[src/rtl/seq_pattern_tx_pkg.sv]
// Shared definitions for the serial pattern transmitter and the sequence
// detectors that watch its line: FSM state encodings and the idle line level.
package seq_pattern_tx_pkg;

    // Fixed encodings so the detectors and the transmitter agree on state values.
    typedef enum logic [1:0] {
        IDLE  = 2'b00,
        SHIFT = 2'b01,
        GAP   = 2'b10,
        DONE  = 2'b11
    } state_t;

    // Level the serial line rests at whenever no pattern bit is being driven.
    localparam logic IDLE_LEVEL = 1'b1;

endpackage

[src/rtl/seq_pattern_tx_piso.sv]
// Parallel-in serial-out shift register. Load wins over shift; the serial
// output is always the MSB, and bits move towards the MSB on each shift.
module piso_shreg #(
    parameter int WIDTH = 8
) (
    input  logic             clk,
    input  logic             reset,
    input  logic             load,
    input  logic             shift,
    input  logic [WIDTH-1:0] din,
    output logic             sout
);

    logic [WIDTH-1:0] q;

    // Load a new word or shift left by one, zero-filling from the bottom.
    always_ff @(posedge clk) begin
        if (reset) begin
            q <= '0;
        end else if (load) begin
            q <= din;
        end else if (shift) begin
            q <= {q[WIDTH-2:0], 1'b0};
        end
    end

    assign sout = q[WIDTH-1];

endmodule

[src/rtl/seq_pattern_tx.sv]
// Serial bit-pattern transmitter. A start pulse in IDLE captures a pattern,
// a frame length and a repeat count; the pattern is then sent MSB-first on A,
// one bit per clock, with a single idle-high gap between repeated frames and a
// one-cycle done pulse after the last frame. All outputs are Moore outputs.
//
// Handshake: start is a request that is only looked at while the FSM is in
// IDLE; a high start at an IDLE edge is accepted, at any other edge it is
// dropped. valid marks every cycle A carries a pattern bit; busy covers the
// whole burst (bits and gaps); done is a single-cycle completion pulse.
module seq_pattern_tx
    import seq_pattern_tx_pkg::*;
#(
    parameter int WIDTH = 8,
    parameter int LEN_W = $clog2(WIDTH),
    parameter int CNT_W = 4
) (
    input  logic             clk,
    input  logic             reset,
    input  logic             start,
    input  logic [WIDTH-1:0] pattern,
    input  logic [LEN_W-1:0] len_m1,
    input  logic [CNT_W-1:0] repeats,
    output logic             A,
    output logic             valid,
    output logic             busy,
    output logic             done,
    output state_t           dbg_state
);

    localparam logic [LEN_W-1:0] LEN_MAX = LEN_W'(WIDTH - 1);

    // Lengths beyond the register width are treated as a full-width frame.
    function automatic logic [LEN_W-1:0] clamp_len(input logic [LEN_W-1:0] l);
        if (int'(l) > WIDTH - 1) begin
            clamp_len = LEN_MAX;
        end else begin
            clamp_len = l;
        end
    endfunction

    state_t           state;
    state_t           state_nx;
    logic [WIDTH-1:0] pat_q;      // captured pattern, already left-aligned
    logic [LEN_W-1:0] len_q;      // captured (clamped) length minus one
    logic [LEN_W-1:0] bit_cnt;    // bits already sent in the current frame
    logic [CNT_W-1:0] rep_cnt;    // frames still to send after the current one

    logic [LEN_W-1:0] len_in;
    logic [WIDTH-1:0] pat_aligned;
    logic             start_acc;
    logic             frame_end;
    logic             last_frame;
    logic             sh_load;
    logic             sh_shift;
    logic [WIDTH-1:0] sh_din;
    logic             sh_msb;

    assign len_in      = clamp_len(len_m1);
    // First bit to send (bit len_m1) lands in the MSB of the shift register.
    assign pat_aligned = pattern << (LEN_MAX - len_in);
    assign start_acc   = (state == IDLE) && start;
    assign frame_end   = (state == SHIFT) && (bit_cnt == len_q);
    assign last_frame  = (rep_cnt == '0);

    // The shift register is loaded on capture and reloaded for each repeat;
    // the reload happens on the edge into GAP so the next frame is ready.
    assign sh_load  = start_acc || (frame_end && !last_frame);
    assign sh_shift = (state == SHIFT);
    assign sh_din   = start_acc ? pat_aligned : pat_q;

    piso_shreg #(
        .WIDTH(WIDTH)
    ) u_shreg (
        .clk   (clk),
        .reset (reset),
        .load  (sh_load),
        .shift (sh_shift),
        .din   (sh_din),
        .sout  (sh_msb)
    );

    // State register.
    always_ff @(posedge clk) begin
        if (reset) begin
            state <= IDLE;
        end else begin
            state <= state_nx;
        end
    end

    // Next-state logic.
    always_comb begin
        state_nx = state;
        case (state)
            IDLE:    if (start) state_nx = SHIFT;
            SHIFT:   if (frame_end) state_nx = last_frame ? DONE : GAP;
            GAP:     state_nx = SHIFT;
            DONE:    state_nx = IDLE;
            default: state_nx = IDLE;
        endcase
    end

    // Capture registers and frame/repeat counters.
    always_ff @(posedge clk) begin
        if (reset) begin
            pat_q   <= '0;
            len_q   <= '0;
            bit_cnt <= '0;
            rep_cnt <= '0;
        end else if (start_acc) begin
            pat_q   <= pat_aligned;
            len_q   <= len_in;
            rep_cnt <= repeats;
            bit_cnt <= '0;
        end else if (state == SHIFT) begin
            if (frame_end) begin
                bit_cnt <= '0;
                if (!last_frame) begin
                    rep_cnt <= rep_cnt - 1'b1;
                end
            end else begin
                bit_cnt <= bit_cnt + 1'b1;
            end
        end
    end

    // Output decode from state and the shift register MSB only.
    always_comb begin
        A     = IDLE_LEVEL;
        valid = 1'b0;
        busy  = 1'b0;
        done  = 1'b0;
        case (state)
            SHIFT: begin
                A     = sh_msb;
                valid = 1'b1;
                busy  = 1'b1;
            end
            GAP:     busy = 1'b1;
            DONE:    done = 1'b1;
            default: ;
        endcase
    end

    assign dbg_state = state;

endmodule
[config.mk]
export PLATFORM = sky130hd
export DESIGN_NAME = seq_pattern_tx
export DESIGN_NICKNAME = d
export VERILOG_FILES = /design/src/rtl/seq_pattern_tx_pkg.sv /design/src/rtl/seq_pattern_tx_piso.sv /design/src/rtl/seq_pattern_tx.sv
export SDC_FILE = /design/constraint.sdc
export NUM_CORES = 1
export LEC_CHECK = 0
export BUFFER_PORTS_ARGS = -buffer_cell sky130_fd_sc_hd__buf_2
export CAP_MARGIN = 20
export CORE_MARGIN = 2
export CORE_UTILIZATION = 55
export CTS_CLUSTER_DIAMETER = 100
export DETAILED_ROUTE_END_ITERATION = 16
export PLACE_DENSITY = 0.84
export SLEW_MARGIN = 0
export SYNTH_ARGS = -nofsm -noshare
export SYNTH_HDL_FRONTEND = slang
export SYNTH_HIERARCHICAL = 1
export SYNTH_SLANG_ARGS = --single-unit
[constraint.sdc]
create_clock -name clk -period 2.7 [get_ports clk]
set_clock_uncertainty 0.15 [all_clocks]
set_input_delay 0.54 -clock clk [delete_from_list [all_inputs] [get_ports clk]]
set_output_delay 0.54 -clock clk [all_outputs]
set_load 0.02 [all_outputs]
* Yosys cells after proc, flatten, opt, wreduce, memory -nomap -nowiden
Cells that the tools add are included.
** Storage, ports and cells
- Bits in registers :: 28
- Input port bits :: 18
- Output and inout bits :: 6
- Word-level logic and storage cells :: 47
** Cells by class
- Add/subtract/negate cells :: 3
- Equality and inequality tests :: 7
- Shifts and indexed selects :: 1
- Muxes and demuxes :: 16
- Reductions and logical operators :: 14
** Operators by type and width (count)
- $mux 8 :: 3
- $mux 4 :: 4
- $pmux 2 s4 :: 1
- $shl 8x3->8 :: 1
- $ne 2x2->1 const B :: 3
- $reduce_bool 2->1 :: 3
- $mux 1 :: 5
- $eq 2x2->1 const B :: 2
- $logic_not 4->1 :: 1
- $mux 2 :: 2
- $reduce_or 2->1 :: 2
- $sub 4x1->4 const B :: 1
- $add 3x1->3 const B :: 1
- $eq 3x3->1 :: 1
- $logic_and 1x1->1 :: 3
- $mux 3 :: 1
- $reduce_and 3->1 :: 1
- $sub 3x3->3 const A :: 1
- $eq 2x1->1 const B :: 1
- $logic_not 2->1 :: 1
- $reduce_and 2->1 :: 1
- $logic_not 1->1 :: 1
- $logic_or 1x1->1 :: 1

* Depth between registers and ports, before layout
Gate-level depths: netlist (run 1).
- Depth after elaboration :: 5
- Depth in mapped cells :: 8
- Mapped depth without buffers :: 7

* Modules after synthesis
The synthesis (run 1) kept the hierarchy.
** Modules (own cells, without submodules)
- seq_pattern_tx :: times used 1, cells an instance 142, area an instance 1236.2 µm², seq. area each 400.4 µm²
- piso_shreg :: times used 1, cells an instance 35, area an instance 369.1 µm², seq. area each 160.2 µm²

* Worst setup path before layout (run 1)
No wires, ideal clock.
- Path type :: register to register
- From :: reg state[0], in the netlist dbg_state[0]
- To :: reg u_shreg.q[0]
- Library setup time :: 0.070 ns
- Arrival :: 1.992 ns
- Required time :: 2.480 ns
- Path slack :: 0.489 ns
- Stages on the path, launching flop included :: 8
- Buffers on the path :: 1
- Period minus slack after synthesis :: 2.211 ns
- Cells stage by stage :: dfxtp_1 -> inv_1 -> ha_1 -> nand2_1 -> clkbuf_1 -> o21ai_0 -> or3b_1 -> a21oi_1
** On the way
- Word-level cells in the longest chain between the ends :: 5
- Elaborated cells between the ends (all ways) :: 9
- Those cells by class :: eq/ne: 1; mux: 2; reduce/logical: 6
** RTL lines
- from (decl) :: RTL line seq_pattern_tx.sv:41 : state_t state;
- from (signal assigned) :: RTL line seq_pattern_tx.sv:87 : state <= state_nx;
- $eq 2x1->1 :: RTL line seq_pattern_tx.sv:62 : assign frame_end = (state == SHIFT) && (bit_cnt == len_q);
- $logic_and 1x1->1 :: RTL line seq_pattern_tx.sv:62
- $logic_and 1x1->1 :: RTL line seq_pattern_tx.sv:67 : assign sh_load = start_acc || (frame_end && !last_frame);
- $logic_or 1x1->1 (*) :: RTL line seq_pattern_tx.sv:67
- net sh_load :: RTL line seq_pattern_tx.sv:53 : logic sh_load;
- $mux 8 / $reduce_bool 2->1 (equally long branches)
- to (signal assigned) :: RTL line seq_pattern_tx_piso.sv:21 : q <= din;
- to (signal assigned) :: RTL line seq_pattern_tx_piso.sv:23 : q <= {q[WIDTH-2:0], 1'b0};
- to (decl) :: RTL line seq_pattern_tx_piso.sv:14 : logic [WIDTH-1:0] q;
Mark *: on every way through the listed nets, which the timed path passes. The rest lies on a longest branch.
A chain may end at the register's enable or synchronous reset.

* Worst setup path in the final report (run 1)
- From :: reg state[0], in the netlist dbg_state[0]
- To :: out A
** On the way
- Word-level cells in the longest chain between the ends :: 2
** RTL lines
- $eq 2x1->1 :: RTL line seq_pattern_tx.sv:133 : case (state)
- $mux 1 :: RTL line seq_pattern_tx.sv:133
- to (decl) :: RTL line seq_pattern_tx.sv:23 : output logic A,
No other way between the ends.

==> metrics, run 1 <==
post-layout util=63.5%; die area=3370 sq um; Overall Global Routing Usage=21.9%; CP Cell Sequence=ha_1, buf_4, nand2b_1, buf_2; Iter 0 DRT Violations=48; WL per Instance=14.8 um; Slew Viols, Final=0; P&R area growth vs syn=9.12%; Critical Path Max Stage Delay=0.45 ns; CP required=2.01 ns; # IOs=24; mean area per synthesized cell=9.07 sq um; power per cell area=925 nW/um^2; Via density=6.04; count of input and output buffers=23; Post-synth EDFFs=0; Sink Count=28; FP Rows=19; Resized Gates After CTS=0; non-filler cells, final=228; Post-CTS Setup Bufs=0; initial antenna violation count=0; FF+latch count, synth=28; largest net degree at the start of global routing=21; register area share after synthesis=34.9%; CP Capture Type=output pin; Max Cap Violations=0; Primary FF master, synth=dfxtp_1; Worst Setup Path Type=reg2out; synthesized cell area=1610 sq um; Critical Path AT=1.51 ns; CTS tree=done; drt pass-1 iters=4; synth warn=6; Static Leak=0.725 nW; core area=2760 sq um; outcome=finished clean; fill cell count=234; Vias=1,376; Worst setup SP type=flop; H-Tree Depth=1; fin crit period=2.20 ns; fmax=455 MHz; Worst-path clk slew=0.14 ns; vias in the first global route=1,349; clk root buf=clkbuf_4; Final #Nets=221; Post-CTS Hold Fix Bufs=0; placed instance count=224; Initial Utilization=58.2%; crit path max fanout=12; Final period util=81.5%; Detail Route Antenna Nets=0; syn nets=200; Design Power=1.62 mW; final wirelength=3380 um; critical path's slowest cell=dfxtp_1; Post-Route Setup TNS=0 ns; Setup violations, final=0; global-route wire length before repair=5810 um; GRT overflow=0; # DRC=0; cells after synthesis=177; layout cells sized above 1=20.3%; dpl hpwl=2600 um; relative slew slack=60.2%; Diodes inserted=0; unrepaired setup endpoints after global routing=false; Max clock buf depth=2; total CTS buffers=3; ys async rst share=0%; maximum vdd ir drop=0.814 mV; Slew @ Worst Pin=0.597 ns; gpl congestion=0.878; endpoints failing hold=0; worst hold path type=in2reg; Die Y=58.0 um; synth unique cells=43; die width=58.0 um; clk_lat worst skew=0.33 ns
## area by class of cell
cell class                 count  area (sq um)  area share (%)
inverter                       8          30.0            1.71
timing repair buffer          26           138            7.86
sequential                    28           561            32.0
tap                           31          38.8            2.21
multi-input combinational    131           948            54.1
clock buffer                   4          36.3            2.07
## through the flow
step           setup slack [ns]  hold WS (ns)  area [sq um]
5_1_grt                   0.358         0.302          1750
3_5_place_dp              0.334         0.320          1720
4_1_cts                   0.504         0.287          1750
2_1_floorplan             0.489         0.299          1610
6_report                  0.500         0.289          1750
3_3_place_gp              0.414         0.312          1720
## Yosys cell counts (2+ instances only)
| cell type | instances | share of area [%] |
|---|---|---|
| dfxtp_1 | 28 | 35 |
| nand2_1 | 16 | 3.7 |
| mux2i_1 | 10 | 6.2 |
| nor2b_1 | 9 | 3.5 |
| inv_1 | 8 | 1.9 |
| nor2_1 | 8 | 1.9 |
| o21ai_0 | 8 | 2.5 |
| a211oi_1 | 7 | 3.3 |
| nand3_1 | 6 | 1.9 |
| a21oi_1 | 5 | 1.6 |
| a311oi_1 | 5 | 2.7 |
| a31oi_1 | 5 | 1.9 |
| and2_1 | 5 | 1.9 |
| clkbuf_1 | 5 | 1.2 |
| ha_1 | 5 | 3.9 |
| nor3_1 | 5 | 1.6 |
| mux2_4 | 4 | 3.7 |
| buf_6 | 3 | 2.1 |
| nand2b_1 | 3 | 1.2 |
| xnor2_1 | 3 | 1.6 |
| a22o_1 | 2 | 1.1 |
| and3_1 | 2 | 0.78 |
| mux2_2 | 2 | 1.4 |
| nand3b_1 | 2 | 0.94 |
| nor3b_1 | 2 | 0.94 |
| o211ai_1 | 2 | 0.94 |
## power breakdown
part | total [mW] | leakage (nW) | switching (mW) | internal, mW
clock | 0.202 | 0.0210 | 0.120 | 0.0826
sequential | 0.603 | 0.230 | 0.0739 | 0.530
combinational | 0.815 | 0.474 | 0.475 | 0.340
total | 1.62 | 0.725 | 0.668 | 0.952
## worst paths after layout
kind	slack, ns	endpoint	startpoint	cells after the start
worst max register to register	0.60	u_shreg/q[1]	dbg_state[1]	7
worst min register to register	0.34	len_q[0]	len_q[0]	2
worst max-delay path	0.50	A	dbg_state[0]	4
worst min-delay path	0.29	rep_cnt[1]	repeats[1]	3
## sequential cells by signal, summed over array words and instances (netlist names)
name / count
u_shreg/q: 8
rep_cnt: 4
bit_cnt: 3
len_q: 3
dbg_state: 2
pat_q: 8
## placed cells by master, fill, tap and decap left out, types with 2 or more instances in the layout
| cell | count |
|---|---|
| a211oi_1 | 7 |
| a21oi_1 | 5 |
| a22o_1 | 2 |
| a311oi_1 | 5 |
| a31oi_1 | 5 |
| and2_1 | 5 |
| and3_1 | 2 |
| buf_2 | 23 |
| buf_4 | 3 |
| clkbuf_4 | 3 |
| dfxtp_1 | 28 |
| ha_1 | 5 |
| inv_1 | 8 |
| mux2_2 | 2 |
| mux2_4 | 4 |
| mux2i_1 | 10 |
| nand2_1 | 16 |
| nand2b_1 | 3 |
| nand3_1 | 6 |
| nand3b_1 | 2 |
| nor2_1 | 8 |
| nor2b_1 | 9 |
| nor3_1 | 5 |
| nor3b_1 | 2 |
| o211ai_1 | 2 |
| o21ai_0 | 8 |
| xnor2_1 | 3 |
## kinds of logic (layout without fill, tap and decap cells)
logic type / count (synthesis) / after routing / synth area share, %
adders and majority gates: 5 / 5 / 3.90
and+or+nand+nor: 63 / 63 / 20.7
xor gates and xnor gates: 3 / 3 / 1.64
AOI/OAI and AO/OA: 42 / 42 / 18.5
muxes: 18 / 18 / 14.4
DFF: 28 / 28 / 34.9
buffers and inverters: 18 / 38 / 6.00
## critical path, delay by kind of cell (launching register included)
family	cells	cell delay [ns]
adders and majority gates	1	0.27
buffers and inverters	2	0.39
DFF	1	0.45
and+or+nand+nor	1	0.07
## routing by layer
metal,vias to the layer above,wire [um],share of wire [%],global-route usage (%)
li1,685,-,-,-
met1,640,1600,47,29.7
met2,44,1590,47,35.4
met3,7,149,4.4,3.13
met4,0,48,1.4,8.64
met5,-,0,0,0
Power figures use the tool's default switching activity.
==> run 2, diff against run 1 <==
- CORE_UTILIZATION: 55 -> 50
- PLACE_DENSITY: 0.84 -> 0.81
- clock period: 2.7 -> 2 ns (I/O delays scaled with it)
==> run 2 against run 1 <==
  * Via count up 0.51%
  * Core utilization down 0.90 points
  * Flip-flop and latch count stayed put
  * Worst hold slack got worse by 0.16 ns
  * Critical path depth rose by 1
  * Non-clock buffer count increased by 12
  * Critical path type unchanged
  * Critical endpoint unchanged
==> metrics, run 2 (synthesized netlist as in run 1, its figures left out) <==
Overall Global Routing Usage=20.5%; WHS Endpoint=rep_cnt[1]; # DRC=0; outcome=finished clean; Critical Path AT=1.36 ns; Initial Utilization=52.6%; register share of total power=34.4%; Slew @ Worst Pin=0.350 ns; Comb power frac=53.9%; Design Power=2.42 mW; final setup margin=0.0915 ns; drt pass-1 iters=4; core area=3050 sq um; maximum vdd ir drop=0.363 mV; Max Cap Violations=0; CTS tree=done; Detail Route Antenna Nets=0; # IOs=24; dpl hpwl=2520 um; endpoints failing hold=0; final wirelength=3520 um; Iter 0 DRT Violations=152; CP Capture Type=output pin; relative slew slack=76.6%; layout cells sized above 1=29.7%; Worst Setup Path Type=reg2out; gpl congestion=0.793; non-filler cells, final=253; Switching Fraction=40.6%; Die Y=60.7 um; Max clock buf depth=2; switching pwr=982 uW; clk root buf=clkbuf_4; Worst setup SP type=flop; Diodes inserted=0; Critical Path Max Stage Delay=0.37 ns; worst hold stages=3; top flop regs=pat_q (8), u_shreg/q (8), rep_cnt (4); fin crit period=1.91 ns; Worst-path clk slew=0.16 ns; die width=60.7 um; commonest non-fill, non-tap cell in the layout=dfxtp_1; Via density=5.47; placed instance count=246; Fin Hold WS=0.133 ns; vias in the first global route=1,288; Final #Nets=233; WL per Instance=13.9 um; Static Leak=0.799 nW; P&R area growth vs syn=19.1%; clock network power share=11.7%; worst r2r path cells=8; reg-to-reg endpoint=u_shreg/q[6]; Post-CTS Hold Fix Bufs=0; initial antenna violation count=0; Hold Startpoint=repeats[1]; commonest cells after routing, fill and taps aside=dfxtp_1 (26), buf_2 (23), nand2_1 (15); fmax=524 MHz; internal power=1.43 mW; Sink Count=28; crit path max fanout=11; reg2reg setup slack=0.12 ns; count of input and output buffers=23; critical path's slowest cell=dfxtp_2; FP Rows=20; worst slack, placed=-0.101 ns; power per cell area=1260 nW/um^2; total CTS buffers=3; CP Cell Sequence=inv_1, ha_4, buf_8, nand2b_1, buf_2; RR Startpoint=rep_cnt[0]; global-route wire length before repair=5750 um; Slew Viols, Final=0; Vias=1,383; fill cell count=272; H-Tree Depth=1; CP required=1.45 ns; Final period util=95.4%; worst hold path type=in2reg; GRT overflow=0; Setup violations, final=0; die area=3680 sq um; largest net degree at the start of global routing=20; clk_lat worst skew=0.34 ns
run 2: worst max-delay path by stage:
stage / from / endpoint / slack [ns] / cells past startpoint
after floorplan: dbg_state[1] / u_shreg/q[0] / 0.002 / 7
after global placement: len_m1[1] / u_shreg/q[7] / -0.08 / 6
after detailed placement: len_m1[1] / u_shreg/q[7] / -0.10 / 6
after CTS: dbg_state[1] / A / 0.03 / 5
after global routing: dbg_state[1] / u_shreg/q[1] / -0.0003 / 7
final: dbg_state[1] / A / 0.09 / 5
run 2: critical path, delay by kind of cell (launching register included):
kind	cells	cell delay [ns]
simple gates	1	0.06
flops	1	0.37
fa+ha+maj	1	0.18
buf+inv	3	0.41
run 2: layer usage:
metal  vias up  GRT usage (%)  share of wire (%)
li1        707              -                  -
met1       638           30.0                 50
met2        34           32.0                 46
met3         4           1.28                2.9
met4         0           7.45                1.4
met5         -              0                  0
run 2: layout make-up:
class / instances / area, sq um / area share, %
sequential: 28 / 563 / 29.5
multi-input combinational: 131 / 992 / 51.9
tap: 44 / 55.1 / 2.88
clock buffer: 4 / 36.3 / 1.90
timing repair buffer: 38 / 235 / 12.3
inverter: 8 / 30.0 / 1.57
run 2: power by group through the flow:
| stage | combinational (mW) | clock, mW | sequential [mW] |
|---|---|---|---|
| after detailed placement | 1.14 | 0 | 0.829 |
| after floorplan | 0.846 | 0 | 0.821 |
| after CTS | 1.16 | 0.288 | 0.820 |
| after global placement | 1.12 | 0 | 0.823 |
| final | 1.30 | 0.282 | 0.832 |
| after global routing | 1.44 | 0.305 | 0.853 |
run 2: timing repair:
| action | 4_1_cts | 5_1_grt |
|---|---|---|
| gates resized for setup | 4 | 9 |
| buffers inserted | 0 | 3 |
| pin swaps | 0 | 0 |
| endpoints found under the setup margin | 4 | 10 |
| cloned | 0 | 0 |
run 2: per-stage QoR:
step	TNS, ns	util (%)	area (sq um)
3_5_place_dp	-0.171	59.0	1800
6_report	0	62.6	1910
3_3_place_gp	-0.120	59.0	1800
4_1_cts	0	60.6	1850
2_1_floorplan	0	-	1610
5_1_grt	-0.000268	62.6	1910
==> run 3, diff against run 2 <==
- REMOVE_ABC_BUFFERS: not set -> 1
==> run 3 against run 2 <==
  * Total power decreased by 1.3%
  * Routed wire length decreased by 1.5%
  * Via count increased by 0.72%
  * Critical path depth unchanged
  * Largest cell class unchanged
==> metrics, run 3 (synthesized netlist as in run 1, its figures left out) <==
outcome=finished clean; Slew Viols, Final=0; clk root buf=clkbuf_4; Worst Setup Path Type=reg2out; Diodes inserted=0; Static Leak=0.797 nW; Overall Global Routing Usage=20.2%; RR Startpoint=rep_cnt[0]; commonest cells after routing, fill and taps aside=dfxtp_1 (25), buf_2 (23), nand2_1 (16); Setup violations, final=0; relative slew slack=76.0%; WL per Instance=13.8 um; post-place instance area=1790 sq um; crit path max fanout=11; die width=60.7 um; Final Cell Area=1910 sq um; worst hold path type=in2reg; clk_lat worst skew=0.33 ns; Final period util=95.7%; initial antenna violation count=0; Initial Utilization=52.6%; Max Cap Violations=0; worst slack, placed=-0.0804 ns; # IOs=24; Iter 0 DRT Violations=49; Final #Nets=231; Detail Route Antenna Nets=0; die area=3680 sq um; vias in the first global route=1,303; H-Tree Depth=1; # DRC=0; global-route wire length before repair=5640 um; count of input and output buffers=23; Worst-path clk slew=0.15 ns; Sink Count=28; largest net degree at the start of global routing=19; power per cell area=1250 nW/um^2; GRT overflow=0; Critical Path AT=1.36 ns; final setup margin=0.0853 ns; fmax=522 MHz; FP Rows=20; CP Capture Type=output pin; Max clock buf depth=2; drt pass-1 iters=4; Slew @ Worst Pin=0.360 ns; top flop regs=pat_q (8), u_shreg/q (8), rep_cnt (4); Hold Startpoint=reset; CP required=1.45 ns; core area=3050 sq um; maximum vdd ir drop=0.505 mV; P&R area growth vs syn=19.1%; Die Y=60.7 um; final wirelength=3460 um; crit path from=dbg_state[1]; Worst setup SP type=flop; commonest non-fill, non-tap cell in the layout=dfxtp_1; gpl congestion=0.879; total CTS buffers=3; CTS tree=done; endpoints failing hold=0; dpl hpwl=2490 um; layout cells sized above 1=29.5%; Via density=5.55; Vias=1,393; fin crit period=1.91 ns
-- run 3: worst paths after layout --
check,endpoint,slack (ns),cells after the start
max,A,0.09,5
min,u_shreg/q[0],0.09,2
max reg2reg,u_shreg/q[0],0.11,8
min reg2reg,len_q[1],0.35,2
-- run 3: where the power goes --
part	internal, mW	total, mW	switching (mW)
clock	0.112	0.281	0.170
combinational	0.603	1.27	0.668
sequential	0.721	0.833	0.112
-- run 3: worst max-delay path, cell delays in order (launching register included) --
cell	delay [ns]
dfxtp_2	0.37
inv_1	0.11
ha_4	0.19
buf_8	0.15
nand2b_1	0.06
buf_2	0.15
-- run 3: final cells by class --
type                    count  area (sq um)
clock buffers               4          36.3
multi-input cells         131          1010
well taps                  44          55.1
inverters                   8          30.0
repair buffers             36           220
fillers                   256          1140
flip-flops and latches     28           564
-- run 3: repair_timing --
| action | in CTS | in global routing |
|---|---|---|
| setup buffers | 0 | 2 |
| cloned | 0 | 0 |
| gates resized for setup | 3 | 13 |
| setup endpoints to repair | 2 | 10 |
| pin swaps | 0 | 1 |
| hold buffers | 0 | 0 |
-- run 3: layer usage --
metal	GRT usage [%]	share of wire, %	wire, um
met1	26.7	46	1580
met2	33.5	49	1680
met3	2.77	4.2	145
met4	8.07	1.6	55
met5	0	0	0
-- run 3: through the flow --
stage	cells	setup TNS, ns	hold WS [ns]	total power, mW	utilization (%)
6_report	251	0	0.0939	2.39	62.6
5_1_grt	251	-0.0398	0.0973	2.58	62.6
4_1_cts	249	0	0.0854	2.25	60.1
3_5_place_dp	245	-0.126	0.312	1.95	58.7
3_3_place_gp	245	-0.0803	0.308	1.93	58.7
2_1_floorplan	167	-3.55	0.293	1.60	-
